[config.mk]
export PLATFORM = sky130hd
export DESIGN_NAME = passageway_ctrl
export DESIGN_NICKNAME = d
export VERILOG_FILES = /design/src/rtl/passageway_ctrl.sv
export SDC_FILE = /design/constraint.sdc
export NUM_CORES = 1
export LEC_CHECK = 0
export CAP_MARGIN = 25
export CORE_ASPECT_RATIO = 0.8
export CORE_MARGIN = 2
export CORE_UTILIZATION = 35
export DETAILED_ROUTE_END_ITERATION = 8
export GPL_TIMING_DRIVEN = 0
export PLACE_DENSITY = 0.69
export SYNTH_ARGS = -nofsm -noshare
export SYNTH_HDL_FRONTEND = slang
export SYNTH_SLANG_ARGS = --single-unit
export TNS_END_PERCENT = 30
[constraint.sdc]
create_clock -name clk -period 1.7 [get_ports clk]
set_clock_uncertainty 0.1 [all_clocks]
set_input_delay 0.17 -clock clk [delete_from_list [all_inputs] [get_ports clk]]
set_output_delay 0.17 -clock clk [all_outputs]
set_load 0.05 [all_outputs]
[src/rtl/passageway_ctrl.sv]
// ---------------------------------------------------------------------------
// passageway_ctrl
//
// Purpose:
//   Corridor controller for the passageway benchmark. Each accepted step
//   consumes one tester move (iup / iright) and advances a registered corridor
//   state: door closed / open / doorstep, current zone 0..4, a stall counter
//   that raises a sticky fault when progress stops, and a sticky goal flag
//   once zone 4 is reached. Outputs feed the controllable_* inputs of the
//   passageway requirement monitor.
//
// Parameters:
//   STALL_LIMIT  consecutive non-advancing accepted steps before fault (>= 1)
//   CNT_W        width of the accepted-step counter
//
// Ports:
//   clk          single clock, rising edge
//   rst_n        asynchronous active-low reset
//   step         qualifies iup / iright as one move this cycle
//   restart      synchronous episode restart, beats step
//   iup          1 = up, 0 = down
//   iright       1 = right, 0 = left
//   zone0..zone4 one-hot current zone
//   open         door open (any state other than CLOSED)
//   doorstep     standing on the doorstep
//   fault        sticky stall fault
//   goal         sticky, zone 4 reached
//   step_cnt     accepted steps this episode, saturating
//
// Every output is decoded from registers only; there is no combinational
// path from any input to any output.
// ---------------------------------------------------------------------------
module passageway_ctrl #(
    parameter int STALL_LIMIT = 16,
    parameter int CNT_W       = 8
) (
    input  logic             clk,
    input  logic             rst_n,
    input  logic             step,
    input  logic             restart,
    input  logic             iup,
    input  logic             iright,
    output logic             zone0,
    output logic             zone1,
    output logic             zone2,
    output logic             zone3,
    output logic             zone4,
    output logic             open,
    output logic             doorstep,
    output logic             fault,
    output logic             goal,
    output logic [CNT_W-1:0] step_cnt
);

    // Stall counter must be able to hold STALL_LIMIT itself, because it
    // saturates there once the fault is raised.
    localparam int STALL_W = $clog2(STALL_LIMIT + 1);

    // Door FSM encoding, kept as plain constants so older tools and
    // waveform scripts that decode the raw value keep working.
    localparam logic [1:0] CLOSED   = 2'd0;
    localparam logic [1:0] OPEN     = 2'd1;
    localparam logic [1:0] DOORSTEP = 2'd2;

    localparam logic [2:0]         ZONE_LAST     = 3'd4;
    localparam logic [STALL_W-1:0] STALL_MAX     = STALL_W'(STALL_LIMIT);
    localparam logic [STALL_W:0]   STALL_LIM_EXT = (STALL_W + 1)'(STALL_LIMIT);
    localparam logic [CNT_W-1:0]   CNT_MAX       = '1;

    logic [1:0]         state_q;
    logic [1:0]         state_d;
    logic [2:0]         zone_q;
    logic [2:0]         zone_d;
    logic [STALL_W-1:0] stall_q;
    logic [STALL_W:0]   stall_inc;
    logic               stall_hit;
    logic               advance;
    logic               accept;
    logic               fault_q;
    logic               goal_q;
    logic [CNT_W-1:0]   cnt_q;

    // A move is only taken when no restart is pending and the episode is not
    // frozen by a fault or by having reached the goal.
    always_comb begin
        accept = step && !restart && !fault_q && !goal_q;
    end

    // Door / zone next-state for a move. This is evaluated every cycle but
    // only committed when the move is accepted. Only the doorstep-to-right
    // move advances the zone, and the zone never moves backwards. iup is
    // deliberately ignored while on the doorstep. Doorstep with zone 4 is
    // not reachable in practice (goal freezes first) but simply holds.
    always_comb begin
        state_d = state_q;
        zone_d  = zone_q;
        advance = 1'b0;
        case (state_q)
            CLOSED: begin
                if (!iup) begin
                    state_d = OPEN;
                end
            end
            OPEN: begin
                if (iup) begin
                    state_d = CLOSED;
                end else if (iright) begin
                    state_d = DOORSTEP;
                end
            end
            DOORSTEP: begin
                if (iright) begin
                    if (zone_q < ZONE_LAST) begin
                        zone_d  = zone_q + 3'd1;
                        state_d = CLOSED;
                        advance = 1'b1;
                    end
                end else begin
                    state_d = OPEN;
                end
            end
            default: begin
                state_d = CLOSED;
            end
        endcase
    end

    // Stall bookkeeping: the increment is computed one bit wider so the
    // comparison against the limit cannot wrap. Hitting the limit on this
    // step is what raises the fault on the same edge.
    always_comb begin
        stall_inc = {1'b0, stall_q} + {{STALL_W{1'b0}}, 1'b1};
        stall_hit = (stall_inc >= STALL_LIM_EXT);
    end

    // Main state register. Reset and restart load identical values; restart
    // outranks step so a simultaneous move is dropped. An advancing move
    // always clears the stall counter, even if the counter was one short of
    // the limit, so advancing never faults. The goal is set on the same edge
    // that the zone becomes 4, and the step counter still counts that move.
    always_ff @(posedge clk or negedge rst_n) begin
        if (!rst_n) begin
            state_q <= CLOSED;
            zone_q  <= 3'd0;
            stall_q <= '0;
            fault_q <= 1'b0;
            goal_q  <= 1'b0;
            cnt_q   <= '0;
        end else if (restart) begin
            state_q <= CLOSED;
            zone_q  <= 3'd0;
            stall_q <= '0;
            fault_q <= 1'b0;
            goal_q  <= 1'b0;
            cnt_q   <= '0;
        end else if (accept) begin
            state_q <= state_d;
            zone_q  <= zone_d;
            if (cnt_q != CNT_MAX) begin
                cnt_q <= cnt_q + CNT_W'(1);
            end
            if (advance) begin
                stall_q <= '0;
                if (zone_d == ZONE_LAST) begin
                    goal_q <= 1'b1;
                end
            end else if (stall_hit) begin
                stall_q <= STALL_MAX;
                fault_q <= 1'b1;
            end else begin
                stall_q <= stall_inc[STALL_W-1:0];
            end
        end
    end

    // Output decode, purely from registered state.
    always_comb begin
        zone0    = (zone_q == 3'd0);
        zone1    = (zone_q == 3'd1);
        zone2    = (zone_q == 3'd2);
        zone3    = (zone_q == 3'd3);
        zone4    = (zone_q == 3'd4);
        open     = (state_q != CLOSED);
        doorstep = (state_q == DOORSTEP);
        fault    = fault_q;
        goal     = goal_q;
        step_cnt = cnt_q;
    end

endmodule

## After elaboration in Yosys (flattened, before gate mapping)

Cells that the tools add are included.

- Input bits: 6
- Flip-flop bits (word level): 20
- Word-level logic and storage cells: 72
- Output and inout port bits: 17

- Reduce and logical (&&, ||, !) cells: 18
- Add/sub/neg operators: 3
- Mux-type cells: 31
- Equal/unequal tests: 12
- Order comparisons: 2

Operators by type and width:

| kind | count |
|---|---|
| $mux 8 | 3 |
| $mux 5 | 4 |
| $mux 3 | 5 |
| $mux 2 | 7 |
| $reduce_bool 2->1 | 6 |
| $mux 1 | 11 |
| $add 8x1->8 const B | 1 |
| $ne 8x8->1 const B | 1 |
| $add 5x1->6 const B | 1 |
| $eq 3x2->1 const B | 2 |
| $eq 3x3->1 const B | 2 |
| $ge 6x5->1 const B | 1 |
| $pmux 2 s3 | 1 |
| $reduce_and 3->1 | 2 |
| $ne 4x3->1 const B | 1 |
| $ne 4x4->1 const B | 1 |
| $reduce_and 4->1 | 1 |
| $add 3x1->3 const B | 1 |
| $eq 3x1->1 const B | 1 |
| $logic_and 1x1->1 | 3 |
| $logic_not 1->1 | 3 |
| $logic_not 3->1 | 1 |
| $lt 3x3->1 const B | 1 |
| $ne 3x3->1 const B | 1 |
| other kinds (5) | 5 |

## Logic depth before layout (Yosys ltp)

- Depth in word-level cells: 9
- Depth in mapped cells: 5
- Mapped depth without buffers: 5

## Worst setup path after synthesis

No wires, ideal clock.

- Kind: reg-to-reg
- Start: register cnt_q[0], in the netlist step_cnt[0]
- End: register cnt_q[1], in the netlist step_cnt[1]
- Required time: 1.468 ns
- Cell stages (with the launch flop): 6
- Buffers on the path: 0
- Arrival time: 1.634 ns
- Clock period less this slack: 1.866 ns
- Setup slack: -0.166 ns
- Cells stage by stage: dfrtp_1 -> ha_1 -> nand3_1 -> o21ai_0 -> mux2i_1 -> nor2_1

- Cells in the longest elaborated chain, start to end: 4

RTL lines:

| what | RTL line | source |
|---|---|---|
| start: declaration | 81 | `logic [CNT_W-1:0] cnt_q;` |
| start signal: assignment | 160 | `cnt_q <= cnt_q + CNT_W'(1);` |
| $add 8x1->8 | 160 |  |
| $mux 8 | 159 | `if (cnt_q != CNT_MAX) begin` |
| $mux 8 | 156 | `end else if (accept) begin` |
| $mux 8 | 149 | `end else if (restart) begin` |

Parallel ways exist; a longest one is shown, timed or not. The select of a mux whose other input is x is not followed.
A chain may end at the register's enable or synchronous reset.

## Worst setup path in the final report

- Start: register state_q[0]
- End: output port open

- Cells in the longest elaborated chain, start to end: 1

RTL lines:

| what | RTL line | source |
|---|---|---|
| start: declaration | 70 | `logic [1:0] state_q;` |
| start signal: assignment | 157 | `state_q <= state_d;` |
| $reduce_bool 2->1 | 183 | `open = (state_q != CLOSED);` |
| end: declaration | 48 | `output logic open,` |

Every way passes these cells.

==> results.py <==
metrics = {
    "run_status": {
        "outcome": "finished, final reports clean",
    },
    "flow_run": {
        "drv_cap": 0,
    },
    "layout": {
        "multi_input_area_um2": 646.9,
        "fin_area_um2": 1483,
        "regArea_um2": 503.0,
        "drive_gt1_share_pct": 16.22,
        "area_growth_pct": 28.94,
        "num-nets-final": 161,
        "fill_cells": 312,
        "num_antenna_cells": 0,
    },
    "drt": {
        "drt_pass1_iterations": 4,
        "wl_per_cell_um": 13.37,
        "vias": 976,
        "initialDrtViolationCount": 35,
        "viasPerCell": 5.191,
        "drc": 0,
        "drt-total-wl_mm": 2.514,
        "drtAntennaViolNets": 0,
    },
    "placement": {
        "post_dp_cell_area_um2": 1425,
        "pre_cts_ws_ns": -0.2135,
        "hpwl_mm": 1.803,
        "portBuffers": 22,
        "place_congestion": 0.7846,
    },
    "logic_synthesis": {
        "netlist_instances": 119,
        "async_reset_ff_share_pct": 100.0,
        "synthTopCellsByCount": "dfrtp_1 (20), nor2_1 (15), nand2_1 (8)",
        "synth_ff_type": "dfrtp_1",
        "synth_seq_cells": 20,
        "yosysSeqAreaShare_pct": 43.53,
        "yosys_warnings": 0,
        "synth_most_common_cell": "dfrtp_1",
        "ys_types": 41,
        "syn_nets": 131,
        "synth_edf_count": 0,
        "yosysTopAreaCell": "dfrtp_1",
        "synth_area_leaders": "dfrtp_1 (44%), ha_1 (6.5%), nor2_1 (4.9%)",
        "syn_avg_cell_area_um2": 9.663,
        "syn_area_um2": 1150,
        "synth_top_area_share_pct": 43.53,
    },
    "floorplanning": {
        "die_x_um": 68.08,
        "die_h_um": 55.27,
        "std_cell_rows": 18,
        "initial_core_util_pct": 37.00,
        "die_area_um2": 3762,
        "coreArea_um2": 3108,
        "boundaryPins": 23,
    },
    "global_routing": {
        "antenna_found_initial": 0,
        "grt_overflow": 0,
        "grt_pass1_wl_mm": 4.222,
        "grt_max_degree": 21,
        "grt_pass1_vias": 1004,
        "grtUsageTotal_pct": 14.31,
    },
    "timing": {
        "worstMarginPinSlew_ns": 0.9102,
        "relSlewSlack_pct": 39.13,
        "period_needed_ns": 1.697,
        "rsz0062_at_grt": "yes",
        "post-route-period-util_pct": 99.82,
        "fin_setup_tns_ns": 0,
        "setup_ws_ns": 0.002993,
        "slew_viol_final": 0,
        "setup_viol": 0,
        "hold_violations": 0,
        "fmax_mhz": 589.3,
    },
    "clock_network": {
        "clock_path_buffers": 2,
        "cts_made_buffers": 3,
        "cts_htree_levels": 1,
        "clk_pin_slew_worst_paths_ns": 0.07,
        "cts_tree": "yes",
        "cts_root_buf": "clkbuf_8",
        "clkSinkCount": 20,
        "worstSkewPairLatency_ns": 0.25,
    },
    "power": {
        "p_per_area_nw_per_um2": 640.6,
        "leakage_nw": 0.6941,
        "ir_drop_uv": 488.6,
    },
    "setup_path": {
        "setup.worst_path.end_class": "output port",
        "critPathKind": "register to output port",
        "critPathArrivalTime_ns": 1.43,
        "required_ns": 1.43,
        "critPathMaxFanout": 7,
        "crit_path_start_kind": "register",
    },
    "min_path": {
        "min_path_type": "input pin to async pin",
    },
}
-- layout make-up --
cell class	instances	area share (%)
plain buffers	3	1.013
clock buffers	4	3.038
inverters	4	1.013
multi-input cells	92	43.63
flip-flops and latches	20	33.92
well taps	40	3.376
repair buffers	25	14.01
-- timing repair --
item / CTS / global route
hold buffers: 0 / 0
pin swaps: 0 / 1
hold endpoints to repair: 0 / 0
resized for setup: 36 / 8
setup buffers: 0 / 3
setup endpoints to repair: 19 / 14
-- final timing paths --
kind                                          from                 endpoint  slack, ns  depth (start not counted)
min reg2reg                step_cnt[1]$_DFFE_PN0P_  step_cnt[1]$_DFFE_PN0P_       0.46                          2
max in group asynchronous                    rst_n  step_cnt[1]$_DFFE_PN0P_       0.56                          1
max reg2reg                 stall_q[1]$_DFFE_PN0P_        fault$_DFFE_PN0P_       0.08                          5
max                         state_q[0]$_DFFE_PN0P_                     open      0.003                          2
min in group clk           step_cnt[1]$_DFFE_PN0P_  step_cnt[1]$_DFFE_PN0P_       0.46                          2
min                                          rst_n  step_cnt[6]$_DFFE_PN0P_       0.33                          1
-- per-stage QoR --
stage / instances / power, mW / hold WS (ns) / util, %
after floorplan: 119 / 0.5863 / -0.2256 / -
after global placement: 181 / 0.6375 / 0.4342 / 45.85
after detailed placement: 181 / 0.6411 / 0.4412 / 45.85
after CTS: 185 / 0.9553 / 0.3646 / 46.70
after global routing: 188 / 1.003 / 0.4010 / 47.71
final: 188 / 0.9498 / 0.3277 / 47.71
-- layout by cell type, fill, tap and decap left out, types with 4 or more instances in the layout --
cell,Yosys,final
a21oi_1,6,6
and3_1,4,4
clkdlybuf4s50_1,0,5
dfrtp_1,20,18
dlygate4sd2_1,0,11
ha_1,6,5
inv_1,4,4
nand2_1,8,8
nor2_1,15,15
nor2b_1,6,5
xor2_1,4,4
-- critical path, stage by stage, from the launching register on --
cell and delay [ns]:
dfrtp_1 0.45, or2_2 0.31, dlygate4sd2_1 0.42
-- logic make-up after synthesis --
family | share of synthesized area, %
AND/OR/NAND/NOR | 27.31
multiplexers | 0.8705
adder cells (fa/ha/maj) | 6.529
buffers and inverters | 2.393
flip-flops | 43.53
XOR/XNOR | 4.570
AO/OA/AOI/OAI | 14.80
-- state kept, by name (all words and copies together), names as in the netlist --
name	count
step_cnt	8
fault	1
goal	1
state_q	2
stall_q	5
zone_q	3
-- metal layers --
| layer | share of wire (%) | GRT usage (%) | vias up |
|---|---|---|---|
| met5 | 0 | 0 | - |
| met4 | 0.32 | 1.143 | 0 |
| met3 | 4.2 | 4.277 | 2 |
| met2 | 48 | 23.86 | 16 |
| met1 | 47 | 18.94 | 474 |
| li1 | - | - | 484 |
-- report_power, final --
part | total [mW] | internal (mW) | leakage (nW) | switching, mW
registers | 0.504 | 0.488 | 0.273 | 0.0156
logic | 0.132 | 0.0511 | 0.398 | 0.0805
clock network | 0.314 | 0.166 | 0.0228 | 0.148
total | 0.950 | 0.706 | 0.694 | 0.244
Power figures use the tool's default switching activity.
